File: config.mk
export PLATFORM = sky130hd
export DESIGN_NAME = c3aibadapt_srrst_seq
export DESIGN_NICKNAME = d
export VERILOG_FILES = /design/src/rtl/c3aibadapt_srrst_seq.sv
export SDC_FILE = /design/constraint.sdc
export NUM_CORES = 1
export LEC_CHECK = 0
export BUFFER_PORTS_ARGS = -buffer_cell sky130_fd_sc_hd__buf_4
export CELL_PAD_IN_SITES_DETAIL_PLACEMENT = 2
export CELL_PAD_IN_SITES_GLOBAL_PLACEMENT = 2
export CORE_MARGIN = 2
export CORE_UTILIZATION = 28
export DETAILED_ROUTE_END_ITERATION = 16
export GPL_TIMING_DRIVEN = 0
export PLACE_DENSITY = 0.83
export SLEW_MARGIN = 5
export SYNTH_ARGS = -nofsm -noshare
export SYNTH_HDL_FRONTEND = slang
export SYNTH_SLANG_ARGS = --single-unit
File: constraint.sdc
create_clock -name sr_clock_osc_clk -period 1.7 [get_ports sr_clock_osc_clk]
set_input_delay 0.51 -clock sr_clock_osc_clk [delete_from_list [all_inputs] [get_ports sr_clock_osc_clk]]
set_output_delay 0.51 -clock sr_clock_osc_clk [all_outputs]
set_load 0.005 [all_outputs]
File: src/rtl/c3aibadapt_srrst_seq.sv
// rtl/c3aibadapt_srrst_seq.sv - ordered SR reset release sequencer (osc then div domain)
// Optional ack timeout flag enabled by defining C3AIBADAPT_SRRST_SEQ_TIMEOUT_EN.
module c3aibadapt_srrst_seq #(
  parameter int DLY_W = 8,
  parameter int TO_W  = 10
) (
  input  logic             sr_clock_osc_clk,
  input  logic             sr_reset_osc_clk_rst_n,
  input  logic             csr_rdy_dly_in,
  input  logic             dft_adpt_rst,
  input  logic             r_sr_free_run_div_clk,
  input  logic [DLY_W-1:0] r_sr_rst_dly,
  input  logic             sr_osc_rst_ack_n,
  input  logic             sr_div_rst_ack_n,
  output logic             sr_osc_rst_req_n,
  output logic             sr_div_rst_req_n,
  output logic             sr_rst_done,
  output logic             sr_rst_timeout,
  output logic [2:0]       sr_rst_state
);

  typedef enum logic [2:0] {
    HOLD    = 3'd0,
    DLY_OSC = 3'd1,
    REL_OSC = 3'd2,
    DLY_DIV = 3'd3,
    REL_DIV = 3'd4,
    DONE    = 3'd5
  } state_e;

  state_e           state_q, state_d;
  logic [DLY_W-1:0] cnt_q, cnt_d;
  logic             osc_req_q, osc_req_d;
  logic             div_req_q, div_req_d;
  logic             done_q, done_d;
  logic [1:0]       osc_sync_q, osc_sync_d;
  logic [1:0]       div_sync_q, div_sync_d;
  logic             go;
  logic             osc_ack;
  logic             div_ack;

  assign go      = csr_rdy_dly_in & ~dft_adpt_rst;
  assign osc_ack = osc_sync_q[1];
  assign div_ack = div_sync_q[1];

  always_comb begin
    osc_sync_d = {osc_sync_q[0], sr_osc_rst_ack_n};
    div_sync_d = {div_sync_q[0], sr_div_rst_ack_n};
  end

  // Losing go overrides every transition and collapses to HOLD in one edge.
  always_comb begin
    state_d   = state_q;
    cnt_d     = cnt_q;
    osc_req_d = osc_req_q;
    div_req_d = div_req_q;
    done_d    = 1'b0;
    if (!go) begin
      state_d   = HOLD;
      osc_req_d = 1'b0;
      div_req_d = 1'b0;
    end else begin
      case (state_q)
        HOLD: begin
          osc_req_d = 1'b0;
          div_req_d = 1'b0;
          state_d   = DLY_OSC;
          cnt_d     = r_sr_rst_dly;
        end
        DLY_OSC: begin
          if (cnt_q == '0) begin
            state_d   = REL_OSC;
            osc_req_d = 1'b1;
          end else begin
            cnt_d = cnt_q - {{(DLY_W-1){1'b0}}, 1'b1};
          end
        end
        REL_OSC: begin
          if (osc_ack) begin
            if (r_sr_free_run_div_clk) begin
              div_req_d = 1'b1;
              state_d   = DONE;
            end else begin
              state_d = DLY_DIV;
              cnt_d   = r_sr_rst_dly;
            end
          end
        end
        DLY_DIV: begin
          if (cnt_q == '0) begin
            state_d   = REL_DIV;
            div_req_d = 1'b1;
          end else begin
            cnt_d = cnt_q - {{(DLY_W-1){1'b0}}, 1'b1};
          end
        end
        REL_DIV: begin
          if (div_ack) state_d = DONE;
        end
        DONE: begin
          done_d = 1'b1;
        end
        default: begin
          state_d   = HOLD;
          osc_req_d = 1'b0;
          div_req_d = 1'b0;
        end
      endcase
    end
  end

  always_ff @(posedge sr_clock_osc_clk or negedge sr_reset_osc_clk_rst_n) begin
    if (!sr_reset_osc_clk_rst_n) begin
      state_q    <= HOLD;
      cnt_q      <= '0;
      osc_req_q  <= 1'b0;
      div_req_q  <= 1'b0;
      done_q     <= 1'b0;
      osc_sync_q <= 2'b00;
      div_sync_q <= 2'b00;
    end else begin
      state_q    <= state_d;
      cnt_q      <= cnt_d;
      osc_req_q  <= osc_req_d;
      div_req_q  <= div_req_d;
      done_q     <= done_d;
      osc_sync_q <= osc_sync_d;
      div_sync_q <= div_sync_d;
    end
  end

`ifdef C3AIBADAPT_SRRST_SEQ_TIMEOUT_EN
  logic [TO_W-1:0] to_cnt_q, to_cnt_d;
  logic            tmo_q, tmo_d;
  logic            rel_entry;
  logic            ack_wait;

  assign rel_entry = (state_d != state_q) && ((state_d == REL_OSC) || (state_d == REL_DIV));
  assign ack_wait  = go && (((state_q == REL_OSC) && !osc_ack) ||
                            ((state_q == REL_DIV) && !div_ack));

  // Counter saturates at all-ones; the flag never self-clears.
  always_comb begin
    to_cnt_d = to_cnt_q;
    if (rel_entry) begin
      to_cnt_d = '0;
    end else if (ack_wait && (to_cnt_q != {TO_W{1'b1}})) begin
      to_cnt_d = to_cnt_q + {{(TO_W-1){1'b0}}, 1'b1};
    end
    tmo_d = tmo_q | (to_cnt_d == {TO_W{1'b1}});
  end

  always_ff @(posedge sr_clock_osc_clk or negedge sr_reset_osc_clk_rst_n) begin
    if (!sr_reset_osc_clk_rst_n) begin
      to_cnt_q <= '0;
      tmo_q    <= 1'b0;
    end else begin
      to_cnt_q <= to_cnt_d;
      tmo_q    <= tmo_d;
    end
  end

  assign sr_rst_timeout = tmo_q;
`else
  localparam logic TIMEOUT_TIE = (TO_W > 0) ? 1'b0 : 1'b0;
  assign sr_rst_timeout = TIMEOUT_TIE;
`endif

  assign sr_osc_rst_req_n = osc_req_q;
  assign sr_div_rst_req_n = div_req_q;
  assign sr_rst_done      = done_q;
  assign sr_rst_state     = state_q;

endmodule

; After elaboration in Yosys (flattened, before gate mapping)
; Index checks and enable logic that the tools add are counted.
[totals]
out_inout_bits = 7
ff_bits = 18
elab_cells = 56
inputBits = 15
[classes]
bitwise = 2
muxes = 20
addsub = 1
eq_ne = 16
n_reduce_logical = 10
[op_table]
columns = operator, count
row1 = $mux W8, 3
row2 = $pmux W8 S3, 1
row3 = $mux W3, 6
row4 = $pmux W3 S6, 1
row5 = $ne A3 B3 Y1 const B, 5
row6 = $ne A2 B2 Y1 const B, 6
row7 = $reduce_and A5 Y1, 2
row8 = $logic_not A8 Y1, 1
row9 = $sub A8 B1 Y8 const B, 1
row10 = $mux W1, 7
row11 = $eq A3 B2 Y1 const B, 2
row12 = $eq A3 B3 Y1 const B, 2
row13 = $reduce_and A4 Y1, 1
row14 = $reduce_or A4 Y1, 1
row15 = $eq A3 B1 Y1 const B, 1
row16 = $logic_not A3 Y1, 1
row17 = $pmux W1 S3, 1
row18 = $reduce_bool A3 Y1, 1
row19 = $reduce_or A3 Y1, 1
row20 = $pmux W1 S2, 1
row21 = $reduce_and A2 Y1, 1
row22 = $reduce_or A2 Y1, 1
row23 = $and A1 B1 Y1, 1
row24 = $not A1 Y1, 1

; Longest topological paths before layout
[logic_depth]
ltp_word = 4
ltp_mapped = 6
ltp_nobuf = 5

; Worst setup path after synthesis
; No wires, ideal clock.
[synth_path]
path_type = reg2reg
startpoint = reg cnt_q[2]
endpoint = reg state_q[1], in the netlist sr_rst_state[1]
synth_period_minus_slack_ns = 1.622
stages_incl_launch_ff = 5
path_slack_ns = 0.078
path_buffers = 0
arrival_time_ns = 1.526
setup_time_ns = 0.096
required_time_ns = 1.604
cell_sequence = dfrtp_1 nor4_4 nand3_2 or3_1 a311oi_2
[synth_between]
elab_chain_len = 3
elab_cells_between_ends = 4
classes_between = eq/ne (2) / reduce/logical (2)
[synth_lines]
columns = element, line_no
row1 = from (decl), 32  ; logic [DLY_W-1:0] cnt_q, cnt_d;
row2 = from (signal assigned), 123  ; cnt_q <= cnt_d;
row3 = $logic_not A8 Y1 (*), "71, 90"
row4 = $ne A3 B3 Y1 (no source line), -
row5 = $reduce_and A5 Y1 (no source line) (*), -
row6 = to (signal assigned), 122  ; state_q <= state_d;
row7 = to (decl), 31  ; state_e state_q, state_d;
; Mark *: on every way between the ends. The rest lies on a longest branch, timed or not.
; A chain may end at the register's enable or synchronous reset.

; Final worst setup path
[layout_path]
startpoint = reg cnt_q[5]
endpoint = reg cnt_q[1]
[layout_between]
elab_chain_len = 3
[layout_lines]
columns = element, line_no
row1 = $logic_not A8 Y1, "71, 90"
row2 = $ne A2 B2 Y1 (no source line), -
row3 = $reduce_and A5 Y1 (no source line), -
; Every way passes these cells.

==> results.toml <==
[power]
swShare_pct = 34.4
p_seq_share_pct = 46.6
internal_power_mw = 0.739
p_sw_mw = 0.387
combPwrFrac_pct = 28.2
p_clk_share_pct = 25.2
powerDensity_nw_per_um2 = 868
power.leakage_nw = 0.560
vdd_drop_max_uv = 345

[floorplan]
die_x_um = 63.8
std_cell_rows = 21
start_util_pct = 29.6
die_area_um2 = 4070
pin_count = 22
die_h_um = 63.8
core-area_um2 = 3390

[cts]
cts-buffers-inserted = 3
clk-insertion-delay-late_ps = 310
cts_tree = "yes"
clockBufferDepth = 2
hold_buffers = 0
h-tree-depth = 1
root_buffer = "clkbuf_4"
clk_pin_slew_worst_paths_ps = 120
cts_num_sinks = 18

[global_route]
first_global_vias = 1090
antenna_found_initial = 0
groute.usage.overall_pct = 16.7
grt_max_degree = 19
grt_remaining_overflow = 0
grt_pass1_wl_um = 5390

[final_layout]
nets = 150
num_antenna_cells = 0
area_growth_pct = 29.5
fin_area_um2 = 1300
drive_gt1_share_pct = 34.1

[sta]
fin_crit_sh_pct = 96.6
hold_violations = 0
slew_headroom_pct = 62.7
tightest_slew_ps = 559
max_freq_mhz = 609
fin_crit_ps = 1640
setup_viol = 0
setup_ws_ps = 58.5
slew_violations = 0
skew_ps = 12.9

[run_status]
status = "complete, no violations"

[synthesis]
synthXorXnorAreaFrac_pct = 0
synth_nets = 123
ys_seq_area_share_pct = 44.9
syn_inst = 106
synthMuxAreaShare_pct = 0.999
synth.cell_area_um2 = 1000
yosys.area_share.adder_pct = 2.50
syn_avg_cell_area_um2 = 9.45
synth_top_family_by_area = "compound AO/OA/AOI/OAI gates"
synth-seq-cells = 18
synth_cell_types = 39
synth-compound-area-share_pct = 26.2
synth_warnings = 0
synth_simple_gate_area_share_pct = 20.0

[critical_path]
cp_data_arrival_time_ps = 1880
setup.worst_path.end_class = "flip-flop"
worstSetupStartpointType = "flip-flop"
path_class = "reg -> reg"
reg2reg_setup_slack_ps = 60
rr_worst_depth = 4
cpMaxStageDelayCell = "dfrtp_1"
cp_cell_sequence = "nor4_4 > nand4_1 > nand2_2 > mux2i_1"
r2r_end = "cnt_q[1]"
crit_family = "simple AND/OR/NAND/NOR gates"
critPathBufInv = 0
cp_slowest_stage_delay_ps = 440
path_depth = 4
reg2reg_from = "cnt_q[5]"
cp_max_fo = 7
cp.required_ps = 1940

[placement]
gp_congestion = 0.796
dp_hpwl_um = 2200
port_buffers = 20
dp_slack_ps = -329
place_area_um2 = 1210

[route]
dr.pass1.iters = 2
wirelength_um = 3240
wire_per_inst_um = 18.2
drtIter0Drc = 37
antenna_left = 0
dr_total_vias = 980
drcViolationCount = 0
vias_per_cell = 5.51

[job]
maxCapViolations = 0

[worst_hold_path]
hold_path_class = "in -> async"
[layout make-up]
type                    instances  area [um^2]
repair buffers                 23          173
inverters                       6         22.5
clock buffers                   4         36.3
plain buffers                   5         28.8
multi-input cells              76          529
fillers                       369         2090
flip-flops and latches         18          450
well taps                      46         57.6
[cell usage after synthesis (all sizes together)]
cell type,n,area [um^2]
a41oi,1,8.76
a311oi,2,23.8
o21ai,10,50.1
nand2b,4,25.0
clkbuf,4,15.0
a22oi,2,15.0
o211ai,1,7.51
nor2,7,26.3
nand3,3,20.0
and2,1,6.26
a32oi,1,8.76
o221a,1,11.3
and3,1,6.26
a21oi,10,50.1
nor3,4,20.0
o2111ai,1,8.76
ha,2,25.0
nor4,1,21.3
o31ai,3,22.5
conb,1,3.75
and4,1,11.3
dfrtp,18,450
o2bb2ai,1,8.76
nor3b,2,15.0
nand2,3,11.3
a31oi,1,6.26
mux2i,1,10.0
inv,6,22.5
a2bb2oi,1,8.76
or3,3,18.8
nor2b,2,12.5
buf,2,12.5
nand4,1,6.26
a311o,1,10.0
o21a,1,7.51
a211oi,2,15.0
[power groups by stage]
stage | Clock, mW | Combinational [mW] | Sequential [mW]
5_1_grt | 0.303 | 0.352 | 0.532
6_report | 0.284 | 0.318 | 0.525
3_5_place_dp | 0 | 0.257 | 0.536
4_1_cts | 0.289 | 0.297 | 0.519
3_3_place_gp | 0 | 0.241 | 0.532
2_1_floorplan | 0 | 0.168 | 0.522
[metrics by stage]
stage / TNS [ps] / hold slack [ps] / instances / power (mW) / util (%)
finish: 0 / 47.9 / 178 / 1.13 / 38.3
CTS: 0 / 52.2 / 179 / 1.11 / 37.6
detailed placement: -2380 / 342 / 172 / 0.794 / 35.7
global route: -80.0 / 49.5 / 178 / 1.19 / 38.3
global placement: -1760 / 334 / 172 / 0.773 / 35.7
floorplan: 0 / 214 / 106 / 0.689 / -
[worst register-to-register path, stage by stage, from the launching register on]
cell and delay, ps:
dfrtp_1 440, nor4_4 400, nand4_1 290, nand2_2 250
mux2i_1 200
[logic make-up after synthesis]
logic type	Yosys count
adders and majority gates	2
DFF	18
muxes	1
other	1
buffers and inverters	12
and+or+nand+nor	33
AOI/OAI and AO/OA	39
[cell usage in the layout (no fill, tap or decap), types with 2 or more instances in the layout]
master,instances
a311oi_2,2
a211oi_1,2
clkbuf_4,4
nand3_1,2
a22oi_1,2
inv_1,4
or3_1,2
clkbuf_2,2
nor2b_1,2
o31ai_1,2
nor2_1,7
a21oi_1,10
inv_2,2
nand2_1,2
o21ai_0,10
nand2b_1,4
dfrtp_1,18
buf_4,24
nor3b_1,2
nor3_1,3
[registers in the layout (all words and copies together) (netlist names)]
| register | count |
|---|---|
| cnt_q | 8 |
| div_sync_q | 2 |
| osc_sync_q | 2 |
| sr_div_rst_req_n | 1 |
| sr_osc_rst_req_n | 1 |
| sr_rst_done | 1 |
| sr_rst_state | 3 |
[what timing repair did]
| item | in CTS | in global routing |
|---|---|---|
| setup endpoints to repair | 11 | 10 |
| gates resized for setup | 1 | 13 |
| setup buffers | 3 | 0 |
| pin swaps | 1 | 3 |
[routing by layer]
layer,vias to the layer above,track usage (%),part of all wire (%)
li1,444,-,-
met2,13,30.3,51
met3,6,2.46,2.4
met5,-,0,0
met4,0,5.71,1.5
met1,517,20.0,45
[worst max-delay path by stage]
stage,slack [ps],from,to
final,60,cnt_q[5],cnt_q[1]
after global routing,-60,cnt_q[5],cnt_q[1]
after CTS,40,cnt_q[0],sr_rst_state[1]
after detailed placement,-330,dft_adpt_rst,cnt_q[3]
after global placement,-240,dft_adpt_rst,cnt_q[3]
after floorplan,80,cnt_q[2],sr_rst_state[1]
Power figures use the tool's default switching activity.
